--- src/rtl/play_judge_pkg.sv ---
// Shared types and constants for the play-mode timing judge.
// Grade encoding, score constants and FSM states.
package play_judge_pkg;

    typedef enum logic [1:0] {
        GRADE_NONE    = 2'd0,
        GRADE_PERFECT = 2'd1,
        GRADE_GOOD    = 2'd2,
        GRADE_MISS    = 2'd3
    } grade_t;

    typedef enum logic [1:0] {
        ST_IDLE = 2'd0,
        ST_RUN  = 2'd1,
        ST_DONE = 2'd2
    } state_t;

    localparam int BASE_PERFECT = 300;
    localparam int BASE_GOOD    = 100;
    localparam int BASE_MISS    = 0;
    localparam int BONUS_CAP    = 100;

endpackage

--- src/rtl/play_judge_if.sv ---
// Goal handshake between the song sequencer (master)
// and the judge (slave).
interface play_judge_if #(
    parameter int LANE_BITS  = 3,
    parameter int CLOCK_BITS = 20
);
    logic                  goal_valid;
    logic                  goal_ready;
    logic [LANE_BITS-1:0]  goal_lane;
    logic [CLOCK_BITS-1:0] goal_time;
    logic                  goal_last;

    modport master (
        output goal_valid,
        output goal_lane,
        output goal_time,
        output goal_last,
        input  goal_ready
    );

    modport slave (
        input  goal_valid,
        input  goal_lane,
        input  goal_time,
        input  goal_last,
        output goal_ready
    );
endinterface

--- src/rtl/play_judge_fifo.sv ---
// Small synchronous FIFO of pending goals {lane, time}.
// Push while full is accepted only together with a pop.
module judge_fifo #(
    parameter int LANE_BITS  = 3,
    parameter int CLOCK_BITS = 20,
    parameter int DEPTH      = 4,
    localparam int PW        = $clog2(DEPTH),
    localparam int CW        = $clog2(DEPTH) + 1
) (
    input  logic                  clk,
    input  logic                  rst,
    input  logic                  flush,
    input  logic                  push,
    input  logic                  pop,
    input  logic [LANE_BITS-1:0]  in_lane,
    input  logic [CLOCK_BITS-1:0] in_time,
    output logic                  full,
    output logic                  empty,
    output logic [CW-1:0]         count,
    output logic [LANE_BITS-1:0]  head_lane,
    output logic [CLOCK_BITS-1:0] head_time
);
    logic [LANE_BITS-1:0]  lane_mem [DEPTH];
    logic [CLOCK_BITS-1:0] time_mem [DEPTH];
    logic [PW-1:0]         wr_ptr;
    logic [PW-1:0]         rd_ptr;
    logic                  do_push;
    logic                  do_pop;

    assign full      = count == CW'(DEPTH);
    assign empty     = count == '0;
    assign do_pop    = pop && !empty;
    assign do_push   = push && (!full || do_pop);
    assign head_lane = lane_mem[rd_ptr];
    assign head_time = time_mem[rd_ptr];

    always_ff @(posedge clk) begin
        if (do_push && !rst && !flush) begin
            lane_mem[wr_ptr] <= in_lane;
            time_mem[wr_ptr] <= in_time;
        end
    end

    always_ff @(posedge clk) begin
        if (rst || flush) begin
            wr_ptr <= '0;
            rd_ptr <= '0;
            count  <= '0;
        end else begin
            if (do_push) begin
                wr_ptr <= wr_ptr + PW'(1);
            end
            if (do_pop) begin
                rd_ptr <= rd_ptr + PW'(1);
            end
            count <= count + CW'(do_push) - CW'(do_pop);
        end
    end
endmodule

--- src/rtl/play_judge.sv ---
// Multi-lane timing judge: grades hits against the head goal
// and keeps combo, per-grade counts and a saturating score.
module play_judge
    import play_judge_pkg::*;
#(
    parameter int LANES       = 7,
    parameter int LANE_BITS   = 3,
    parameter int CLOCK_BITS  = 20,
    parameter int DEPTH       = 4,
    parameter int PERFECT_WIN = 8,
    parameter int GOOD_WIN    = 24,
    parameter int SCORE_BITS  = 21,
    parameter int COMBO_BITS  = 12
) (
    input  logic                  clk,
    input  logic                  rst,
    input  logic                  start,
    input  logic                  abort,
    input  logic                  strict,
    input  logic                  tick,
    play_judge_if.slave           goal,
    input  logic [LANES-1:0]      hit,
    output logic [CLOCK_BITS-1:0] now,
    output logic                  judge_valid,
    output logic [1:0]            judge_grade,
    output logic [LANE_BITS-1:0]  judge_lane,
    output logic [SCORE_BITS-1:0] score,
    output logic [COMBO_BITS-1:0] combo,
    output logic [COMBO_BITS-1:0] max_combo,
    output logic [COMBO_BITS-1:0] perfect_cnt,
    output logic [COMBO_BITS-1:0] good_cnt,
    output logic [COMBO_BITS-1:0] miss_cnt,
    output logic                  busy,
    output logic                  done
);
    localparam int CW = $clog2(DEPTH) + 1;

    state_t                state;
    logic                  strict_q;
    logic                  last_seen;
    logic [LANES-1:0]      hit_pend;

    logic                  full;
    logic                  empty;
    logic [CW-1:0]         fifo_count;
    logic [CW-1:0]         count_after;
    logic [LANE_BITS-1:0]  head_lane;
    logic [CLOCK_BITS-1:0] head_time;

    logic                  run;
    logic                  restart;
    logic                  flush;
    logic                  push;
    logic                  pop;
    logic                  last_next;
    logic                  stray;
    logic [LANES-1:0]      hit_eff;
    logic [LANES-1:0]      lane_mask;
    logic [LANES-1:0]      consume;
    logic [LANES-1:0]      unconsumed;
    logic                  head_hit;
    logic [CLOCK_BITS:0]   d;
    logic [CLOCK_BITS:0]   abs_d;
    logic                  in_perf;
    logic                  in_good;
    logic                  late;
    grade_t                grade;

    logic [SCORE_BITS:0]   base;
    logic [SCORE_BITS:0]   bonus;
    logic [SCORE_BITS:0]   sum;
    logic [SCORE_BITS-1:0] score_next;
    logic [COMBO_BITS-1:0] combo_inc;

    function automatic logic [COMBO_BITS-1:0] sat_inc(
        input logic [COMBO_BITS-1:0] v
    );
        return (&v) ? v : v + COMBO_BITS'(1);
    endfunction

    judge_fifo #(
        .LANE_BITS (LANE_BITS),
        .CLOCK_BITS(CLOCK_BITS),
        .DEPTH     (DEPTH)
    ) u_fifo (
        .clk      (clk),
        .rst      (rst),
        .flush    (flush),
        .push     (push),
        .pop      (pop),
        .in_lane  (goal.goal_lane),
        .in_time  (goal.goal_time),
        .full     (full),
        .empty    (empty),
        .count    (fifo_count),
        .head_lane(head_lane),
        .head_time(head_time)
    );

    assign run     = state == ST_RUN;
    assign busy    = run;
    assign done    = state == ST_DONE;
    assign restart = start && !abort && !run;
    assign flush   = abort || restart;

    assign goal.goal_ready = run && !full && !last_seen;
    assign push      = goal.goal_valid && goal.goal_ready;
    assign last_next = last_seen || (push && goal.goal_last);

    // d is signed: sign bit set means the goal is still ahead of now
    assign hit_eff   = hit | hit_pend;
    assign lane_mask = LANES'(1) << head_lane;
    assign head_hit  = |(hit_eff & lane_mask);
    assign d         = {1'b0, now} - {1'b0, head_time};
    assign abs_d     = d[CLOCK_BITS] ? -d : d;
    assign in_perf   = abs_d <= (CLOCK_BITS+1)'(PERFECT_WIN);
    assign in_good   = abs_d <= (CLOCK_BITS+1)'(GOOD_WIN);
    assign late      = !d[CLOCK_BITS] && !in_good;

    always_comb begin
        grade = GRADE_NONE;
        if (run && !empty) begin
            unique case (1'b1)
                head_hit && in_perf:             grade = GRADE_PERFECT;
                head_hit && in_good && !in_perf: grade = GRADE_GOOD;
                late:                            grade = GRADE_MISS;
                default:                         grade = GRADE_NONE;
            endcase
        end
    end

    assign pop        = grade != GRADE_NONE;
    assign consume    = (grade == GRADE_PERFECT || grade == GRADE_GOOD)
                        ? lane_mask : '0;
    assign unconsumed = hit_eff & ~consume;
    assign stray      = tick && strict_q && (|unconsumed);
    assign count_after = fifo_count + CW'(push) - CW'(pop);

    always_comb begin
        base = '0;
        if (grade == GRADE_PERFECT) begin
            base = (SCORE_BITS+1)'(BASE_PERFECT);
        end else if (grade == GRADE_GOOD) begin
            base = (SCORE_BITS+1)'(BASE_GOOD);
        end
        bonus = (combo > COMBO_BITS'(BONUS_CAP))
                ? (SCORE_BITS+1)'(BONUS_CAP)
                : (SCORE_BITS+1)'(combo);
        sum        = {1'b0, score} + base + bonus;
        score_next = sum[SCORE_BITS] ? '1 : sum[SCORE_BITS-1:0];
        combo_inc  = sat_inc(combo);
    end

    always_ff @(posedge clk) begin
        if (rst) begin
            state       <= ST_IDLE;
            strict_q    <= 1'b0;
            last_seen   <= 1'b0;
            hit_pend    <= '0;
            now         <= '0;
            judge_valid <= 1'b0;
            judge_grade <= '0;
            judge_lane  <= '0;
            score       <= '0;
            combo       <= '0;
            max_combo   <= '0;
            perfect_cnt <= '0;
            good_cnt    <= '0;
            miss_cnt    <= '0;
        end else begin
            judge_valid <= 1'b0;
            if (abort) begin
                state     <= ST_IDLE;
                last_seen <= 1'b0;
                hit_pend  <= '0;
            end else if (restart) begin
                state       <= ST_RUN;
                strict_q    <= strict;
                last_seen   <= 1'b0;
                hit_pend    <= '0;
                now         <= '0;
                score       <= '0;
                combo       <= '0;
                max_combo   <= '0;
                perfect_cnt <= '0;
                good_cnt    <= '0;
                miss_cnt    <= '0;
            end else if (run) begin
                if (tick) begin
                    now <= now + CLOCK_BITS'(1);
                end
                hit_pend  <= tick ? '0 : unconsumed;
                last_seen <= last_next;
                if (last_next && count_after == '0) begin
                    state <= ST_DONE;
                end
                if (pop) begin
                    judge_valid <= 1'b1;
                    judge_grade <= grade;
                    judge_lane  <= head_lane;
                end
                case (grade)
                    GRADE_PERFECT, GRADE_GOOD: begin
                        combo <= combo_inc;
                        score <= score_next;
                        if (combo_inc > max_combo) begin
                            max_combo <= combo_inc;
                        end
                        if (grade == GRADE_PERFECT) begin
                            perfect_cnt <= sat_inc(perfect_cnt);
                        end else begin
                            good_cnt <= sat_inc(good_cnt);
                        end
                    end
                    GRADE_MISS: begin
                        combo    <= '0;
                        miss_cnt <= sat_inc(miss_cnt);
                    end
                    default: ;
                endcase
                // a stray hit dropped at the tick outranks this cycle's grade
                if (stray) begin
                    combo <= '0;
                end
            end
        end
    end
endmodule

--- src/flat_wrapper.sv ---
// flat-port wrapper written by rule: the top's interface ports become plain ports
module play_judge_flat import play_judge_pkg::*;
#(
    parameter int LANES       = 7,
    parameter int LANE_BITS   = 3,
    parameter int CLOCK_BITS  = 20,
    parameter int DEPTH       = 4,
    parameter int PERFECT_WIN = 8,
    parameter int GOOD_WIN    = 24,
    parameter int SCORE_BITS  = 21,
    parameter int COMBO_BITS  = 12
)
  (clk, rst, start, abort, strict, tick, hit, now, judge_valid, judge_grade, judge_lane, score, combo, max_combo, perfect_cnt, good_cnt, miss_cnt, busy, done, goal_goal_valid, goal_goal_lane, goal_goal_time, goal_goal_last, goal_goal_ready);
  play_judge_if #(.LANE_BITS(LANE_BITS), .CLOCK_BITS(CLOCK_BITS)) goal_i ();
  input  logic clk;
  input  logic rst;
  input  logic start;
  input  logic abort;
  input  logic strict;
  input  logic tick;
  input  logic [LANES-1:0] hit;
  output logic [CLOCK_BITS-1:0] now;
  output logic judge_valid;
  output logic [1:0] judge_grade;
  output logic [LANE_BITS-1:0] judge_lane;
  output logic [SCORE_BITS-1:0] score;
  output logic [COMBO_BITS-1:0] combo;
  output logic [COMBO_BITS-1:0] max_combo;
  output logic [COMBO_BITS-1:0] perfect_cnt;
  output logic [COMBO_BITS-1:0] good_cnt;
  output logic [COMBO_BITS-1:0] miss_cnt;
  output logic busy;
  output logic done;
  input wire logic [$bits(goal_i.goal_valid)-1:0] goal_goal_valid;
  input wire logic [$bits(goal_i.goal_lane)-1:0] goal_goal_lane;
  input wire logic [$bits(goal_i.goal_time)-1:0] goal_goal_time;
  input wire logic [$bits(goal_i.goal_last)-1:0] goal_goal_last;
  output wire logic [$bits(goal_i.goal_ready)-1:0] goal_goal_ready;
  assign goal_i.goal_valid = goal_goal_valid;
  assign goal_i.goal_lane = goal_goal_lane;
  assign goal_i.goal_time = goal_goal_time;
  assign goal_i.goal_last = goal_goal_last;
  assign goal_goal_ready = goal_i.goal_ready;
  play_judge #(.LANES(LANES), .LANE_BITS(LANE_BITS), .CLOCK_BITS(CLOCK_BITS), .DEPTH(DEPTH), .PERFECT_WIN(PERFECT_WIN), .GOOD_WIN(GOOD_WIN), .SCORE_BITS(SCORE_BITS), .COMBO_BITS(COMBO_BITS)) u_core (.clk(clk), .rst(rst), .start(start), .abort(abort), .strict(strict), .tick(tick), .goal(goal_i), .hit(hit), .now(now), .judge_valid(judge_valid), .judge_grade(judge_grade), .judge_lane(judge_lane), .score(score), .combo(combo), .max_combo(max_combo), .perfect_cnt(perfect_cnt), .good_cnt(good_cnt), .miss_cnt(miss_cnt), .busy(busy), .done(done));
endmodule
--- config.mk ---
export PLATFORM = sky130hd
export DESIGN_NAME = play_judge_flat
export DESIGN_NICKNAME = d
export VERILOG_FILES = /design/src/rtl/play_judge_pkg.sv /design/src/rtl/play_judge_if.sv /design/src/rtl/play_judge_fifo.sv /design/src/rtl/play_judge.sv /design/src/flat_wrapper.sv
export SDC_FILE = /design/constraint.sdc
export NUM_CORES = 1
export LEC_CHECK = 0
export BUFFER_PORTS_ARGS = -buffer_cell sky130_fd_sc_hd__buf_2
export CAP_MARGIN = 20
export CELL_PAD_IN_SITES_DETAIL_PLACEMENT = 1
export CELL_PAD_IN_SITES_GLOBAL_PLACEMENT = 1
export CORE_UTILIZATION = 46
export DETAILED_ROUTE_END_ITERATION = 8
export PLACE_DENSITY_LB_ADDON = 0.1
export SLEW_MARGIN = 20
export SYNTH_ARGS = -nofsm -noshare
export SYNTH_HDL_FRONTEND = slang
export SYNTH_SLANG_ARGS = --single-unit
--- constraint.sdc ---
create_clock -name clk -period 8.8 [get_ports clk]
set_clock_uncertainty 0.05 [all_clocks]
set_input_delay 1.76 -clock clk [delete_from_list [all_inputs] [get_ports clk]]
set_output_delay 1.76 -clock clk [all_outputs]
set_load 0.03 [all_outputs]
==> results of run 1 <==
==> sequential cells by signal, indices dropped and copies added (netlist names), 3 cells and up, named ones only <==
signal	flops
u_core.u_fifo.time_mem	80
u_core.score	21
u_core.now	20
u_core.combo	12
u_core.good_cnt	12
u_core.max_combo	12
u_core.miss_cnt	12
u_core.perfect_cnt	12
u_core.u_fifo.lane_mem	12
u_core.hit_pend	7
u_core.judge_lane	3
u_core.u_fifo.count	3
==> layout by cell type (no fill, tap or decap), drive strengths merged, types with 9 or more instances in the layout <==
cell / Yosys / routed
nor2b: 12 / 12
xnor2: 34 / 34
buf: 13 / 168
nand2b: 18 / 18
ha: 71 / 71
a211oi: 17 / 17
a21oi: 97 / 97
nand2: 114 / 114
nand3: 39 / 39
a21o: 17 / 17
o21bai: 11 / 11
mux4: 24 / 24
o21ai: 55 / 55
and2: 18 / 18
clkbuf: 37 / 32
xor2: 48 / 48
nand4: 40 / 40
fa: 9 / 9
or3: 15 / 15
nor3: 41 / 41
a31oi: 16 / 16
nor2: 158 / 158
edfxtp: 92 / 92
and3: 15 / 15
dfxtp: 127 / 127
nor4: 9 / 9
inv: 88 / 89
==> final timing paths <==
path | depth (start not counted) | slack (ns) | endpoint | from
max | 29 | 0.47 | u_core.score[19] | flop
min | 2 | 0.41 | u_core.judge_lane[1] | u_core.judge_lane[1]
max reg2reg | 29 | 0.47 | u_core.score[19] | flop
min reg2reg | 2 | 0.41 | u_core.judge_lane[1] | u_core.judge_lane[1]
==> power groups by stage <==
stage          clock network [mW]  registers [mW]  logic [mW]
6_report                     1.09            1.07       0.128
5_1_grt                      1.15            1.07       0.141
4_1_cts                      1.11            1.07       0.127
3_5_place_dp                    0            1.09       0.126
3_3_place_gp                    0            1.09       0.123
2_1_floorplan                   0            1.10      0.0722
==> worst register-to-register path: cells and delay by family, from the launching register on <==
family | cells | cell delay, ns
flip-flops | 1 | 0.43
XOR/XNOR | 1 | 0.22
adder cells (fa/ha/maj) | 4 | 1.68
AND/OR/NAND/NOR | 5 | 1.75
buffers and inverters | 2 | 0.35
multiplexers | 1 | 0.52
AO/OA/AOI/OAI | 16 | 3.26
==> logic make-up after synthesis <==
kind of cell	Yosys count	share of synthesized area [%]
other cells	2	0.0598
flops	219	42.3
compound gates	285	14.7
fa+ha+maj	80	8.51
mux	32	4.96
xor+xnor	82	5.72
buf+inv	138	4.25
simple gates	505	19.5
==> layout make-up <==
type	instances	area (µm²)	share of cell area [%]
well taps	341	427	2.93
diodes	1	2.50	0.0172
inverters	88	330	2.26
clock inverters	14	164	1.12
clock buffers	32	703	4.82
repair buffers	168	906	6.21
flip-flops and latches	219	5310	36.4
multi-input cells	989	6750	46.3
==> layer usage <==
layer  up-vias  part of all wire, %  GRT usage, %
li1       5133                    -             -
met1      5298                   48          35.8
met2       237                   46          42.6
met3        46                  4.0          3.17
met4         0                  2.2          6.46
met5         -                    0             0
==> flow_summary.json, run 1 <==
{
  "path_buf_inv": 2,
  "post_cts_resized": 0,
  "synth_top_area_share_pct": 22.0,
  "nFillCells": 3120,
  "cp_top_family": "compound AO/OA/AOI/OAI gates",
  "async_flop_share_pct": 0,
  "max_slew_margin_pct": 35.8,
  "setup_viol": 0,
  "crit_slowest_cell": "or4_1",
  "hold_path.class": "reg2reg",
  "cp-end-kind": "flop",
  "fmax_ghz": 0.120,
  "period_share_pct": 94.7,
  "die_w_um": 167,
  "grt-ovfl-total": 0,
  "die_area_um2": 27900,
  "gp_congestion": 0.841,
  "ys_top_cells_by_area": "edfxtp_1, dfxtp_1, ha_1",
  "synth.distinct_cells": 82,
  "switching_share_pct": 23.2,
  "cp-start-kind": "flop",
  "crit_top_cell": "a21oi_1",
  "cts_tree": "done",
  "portBuffers": 147,
  "firstDrtPassIters": 5,
  "peakVddDrop_v": 0.000185,
  "synth-edff-count": 92,
  "grt_max_degree": 51,
  "p_int_mw": 1.76,
  "path_clk_slew_ns": 0.06,
  "rsz0062_at_grt": "false",
  "start_util_pct": 46.7,
  "p_leak_nw": 5.99,
  "drt_iter0_markers": 605,
  "syn_inst": 1343,
  "cp_max_fo": 15,
  "syn2layout_area_growth_pct": 16.2,
  "path_class": "reg2reg",
  "fin_cells": 1852,
  "ys_ff_latch": 219,
  "globalRouteTotalUtil_pct": 25.7,
  "hold_viol": 0,
  "ant_nets": 0,
  "synth_most_common_cell": "nor2_1",
  "cp.required_ns": 9.19,
  "post_cts_buffers": 0,
  "h-tree-depth": 1,
  "dieHeight_um": 167,
  "remaining_drc_errors": 0,
  "yosys_most_used_dff": "dfxtp_1",
  "post-route-util_pct": 54.3,
  "vias": 10700,
  "total_power_mw": 2.29,
  "syn_area_per_cell_um2": 9.34,
  "seq_area_frac_synth_pct": 42.3,
  "p_seq_share_pct": 46.7,
  "cts-buffers-inserted": 25,
  "dp_cells": 1805,
  "maxCapViolations": 0,
  "comb_power_share_pct": 5.6,
  "dp_slack_ns": 0.352,
  "rows": 60,
  "finalCriticalPeriod_ns": 8.33,
  "holdWs_ns": 0.405,
  "power.switching_uw": 531,
  "arrival_ns": 8.73,
  "cts_max_path_buffers": 3,
  "powerDensity_nw_per_um2": 157,
  "ctsHoldBuffers": 0,
  "clk-insertion-delay-late_ns": 0.55,
  "wl_um": 36100,
  "syn_area_um2": 12500,
  "boundaryPins": 148,
  "cts_root_buf": "clkbuf_16",
  "outcome": "finished, final reports clean",
  "grt_antenna_before_repair": 1,
  "dpl.hpwl_um": 26400,
  "clock-sinks": 219,
  "layout-drive-gt1-share_pct": 17.2,
  "wl_per_cell_um": 19.5,
  "stdcell_area_um2": 14600,
  "synth_common_cells": "nor2_1, dfxtp_1, nand2_1",
  "fin_nets": 1609,
  "finalSetupTns_ns": 0,
  "p_clk_share_pct": 47.6,
  "placed_area_um2": 13700,
  "via_per_inst": 5.79,
  "post-synth-top-area-cell": "edfxtp_1",
  "grt_pass1_vias": 10800,
  "worstMarginPinSlew_ns": 0.959,
  "core_um2": 26900,
  "timing.final.ws_setup_ns": 0.466,
  "yosys_warnings": 0,
  "grt_pass1_wl_um": 57500,
  "max_stage_delay_ns": 0.63,
  "slew_violations": 0
}
Note: power is estimated with default switching activity, not from simulation.
==> run 2: changes to the inputs <==
PLACE_DENSITY = 0.78   (was default)
PLACE_DENSITY_LB_ADDON = default   (was 0.1)
==> run 2 against run 1 <==
Total power down 3.6%. Flip-flop and latch count unchanged. Cell count shrank 0.22%. Via count grew 1.5%. Count of clock-buffer cells in the layout is 5 higher. Combinational power about the same. Highest routed layer is now met5. Worst hold slack better by 0.012 ns. Critical path depth decreased by 1. Non-clock buffer count is the same. Critical endpoint is now u_core.score[13].
==> flow_summary.json, run 2 (synthesis gave the netlist of run 1 again) <==
{
  "regMostFlops": "u_core.u_fifo.time_mem",
  "p_leak_nw": 5.95,
  "grt-ovfl-total": 0,
  "dp_cells": 1805,
  "nFillCells": 3176,
  "reg_top3": "u_core.u_fifo.time_mem: 80 flops, u_core.score: 21 flops, u_core.now: 20 flops",
  "outcome": "finished, final reports clean",
  "wl_um": 37500,
  "crit_slowest_cell": "or4_1",
  "arrival_ns": 8.70,
  "gp_congestion": 0.895,
  "layout_common_cells": "nor2_1, buf_2, dfxtp_1",
  "cts_root_buf": "clkbuf_16",
  "max_slew_margin_pct": 29.9,
  "portBuffers": 147,
  "cp_max_fo": 9,
  "clk-insertion-delay-late_ns": 0.54,
  "slew_violations": 0,
  "clock-sinks": 219,
  "min_path_cells": 2,
  "core_um2": 26900,
  "peakVddDrop_v": 0.000125,
  "cts-buffers-inserted": 25,
  "firstDrtPassIters": 7,
  "vias": 10900,
  "grt_pass1_wl_um": 59100,
  "grt_antenna_before_repair": 2,
  "h-tree-depth": 1,
  "period_share_pct": 94.5,
  "dieHeight_um": 167,
  "post_cts_buffers": 0,
  "die_w_um": 167,
  "wl_per_cell_um": 20.3,
  "syn2layout_area_growth_pct": 15.6,
  "grt_pass1_vias": 11000,
  "remaining_drc_errors": 0,
  "hold_path.class": "reg2reg",
  "grt_max_degree": 52,
  "cp.required_ns": 9.18,
  "worstMarginPinSlew_ns": 1.05,
  "setup_viol": 0,
  "cts_max_path_buffers": 3,
  "dpl.hpwl_um": 27200,
  "ant_nets": 0,
  "via_per_inst": 5.88,
  "holdWs_ns": 0.417,
  "drt_iter0_markers": 488,
  "die_area_um2": 27900,
  "start_util_pct": 46.7,
  "max_stage_delay_ns": 0.62,
  "maxCapViolations": 0,
  "powerDensity_nw_per_um2": 152,
  "path_class": "reg2reg",
  "rows": 60,
  "finalSetupTns_ns": 0,
  "fin_nets": 1609,
  "largest_register_ffs": 80,
  "cts_tree": "done",
  "final_common_cell": "nor2_1",
  "layout-drive-gt1-share_pct": 17.0,
  "hold_viol": 0,
  "boundaryPins": 148,
  "fin_cells": 1848,
  "finalCriticalPeriod_ns": 8.32,
  "path_clk_slew_ns": 0.06,
  "fmax_ghz": 0.120,
  "crit_top_cell": "a21oi_1",
  "cp-end-kind": "flop",
  "post-route-util_pct": 54.0,
  "globalRouteTotalUtil_pct": 26.4,
  "cp-start-kind": "flop",
  "r2r_cells": 28
}
## run 2: area by class of cell
cell class              count  area (µm²)  share of cell area [%]
multi-input cells         989        6780                    46.7
flip-flops and latches    219        5310                    36.6
repair buffers            168         893                    6.16
clock buffers              37         722                    4.98
well taps                 341         427                    2.94
inverters                  88         330                    2.28
clock inverters             5        52.6                   0.362
diodes                      1        2.50                  0.0172
## run 2: path summary, 6_finish.rpt
check / start / end / slack [ns]
setup / recovery: flop / u_core.score[13] / 0.48
hold / removal: u_core.max_combo[3] / u_core.max_combo[3] / 0.42
hold reg to reg: u_core.max_combo[3] / u_core.max_combo[3] / 0.42
setup reg to reg: flop / u_core.score[13] / 0.48
## run 2: what timing repair did
action	in CTS	in global routing
setup endpoints to repair	0	16
hold buffers	0	0
resized for setup	0	7
## run 2: power by group
group | total (mW) | switching [mW] | internal (mW)
sequential | 1.07 | 0.00615 | 1.06
clock | 1.00 | 0.413 | 0.592
combinational | 0.130 | 0.0913 | 0.0391
## run 2: critical path, delay by kind of cell, from the launching register on
kind | cells | cell delay, ns
compound gates | 14 | 2.57
xor+xnor | 1 | 0.42
fa+ha+maj | 4 | 1.78
buf+inv | 1 | 0.23
flops | 1 | 0.39
mux | 1 | 0.60
simple gates | 7 | 2.18
## run 2: routing by layer
layer  track usage, %  wire length (µm)  vias up
met4             7.06               831        2
li1                 -                 -     5128
met1             35.0             16900     5417
met3             3.57              1570       67
met5                0                 8        -
met2             45.4             18200      257
## run 2: stage by stage
stage	area [µm²]	power [mW]	setup WS [ns]
5_1_grt	14500	2.28	-0.0424
2_1_floorplan	12600	1.17	0.705
4_1_cts	14500	2.22	0.204
3_5_place_dp	13700	1.22	0.307
3_3_place_gp	13700	1.21	0.538
6_report	14500	2.20	0.480
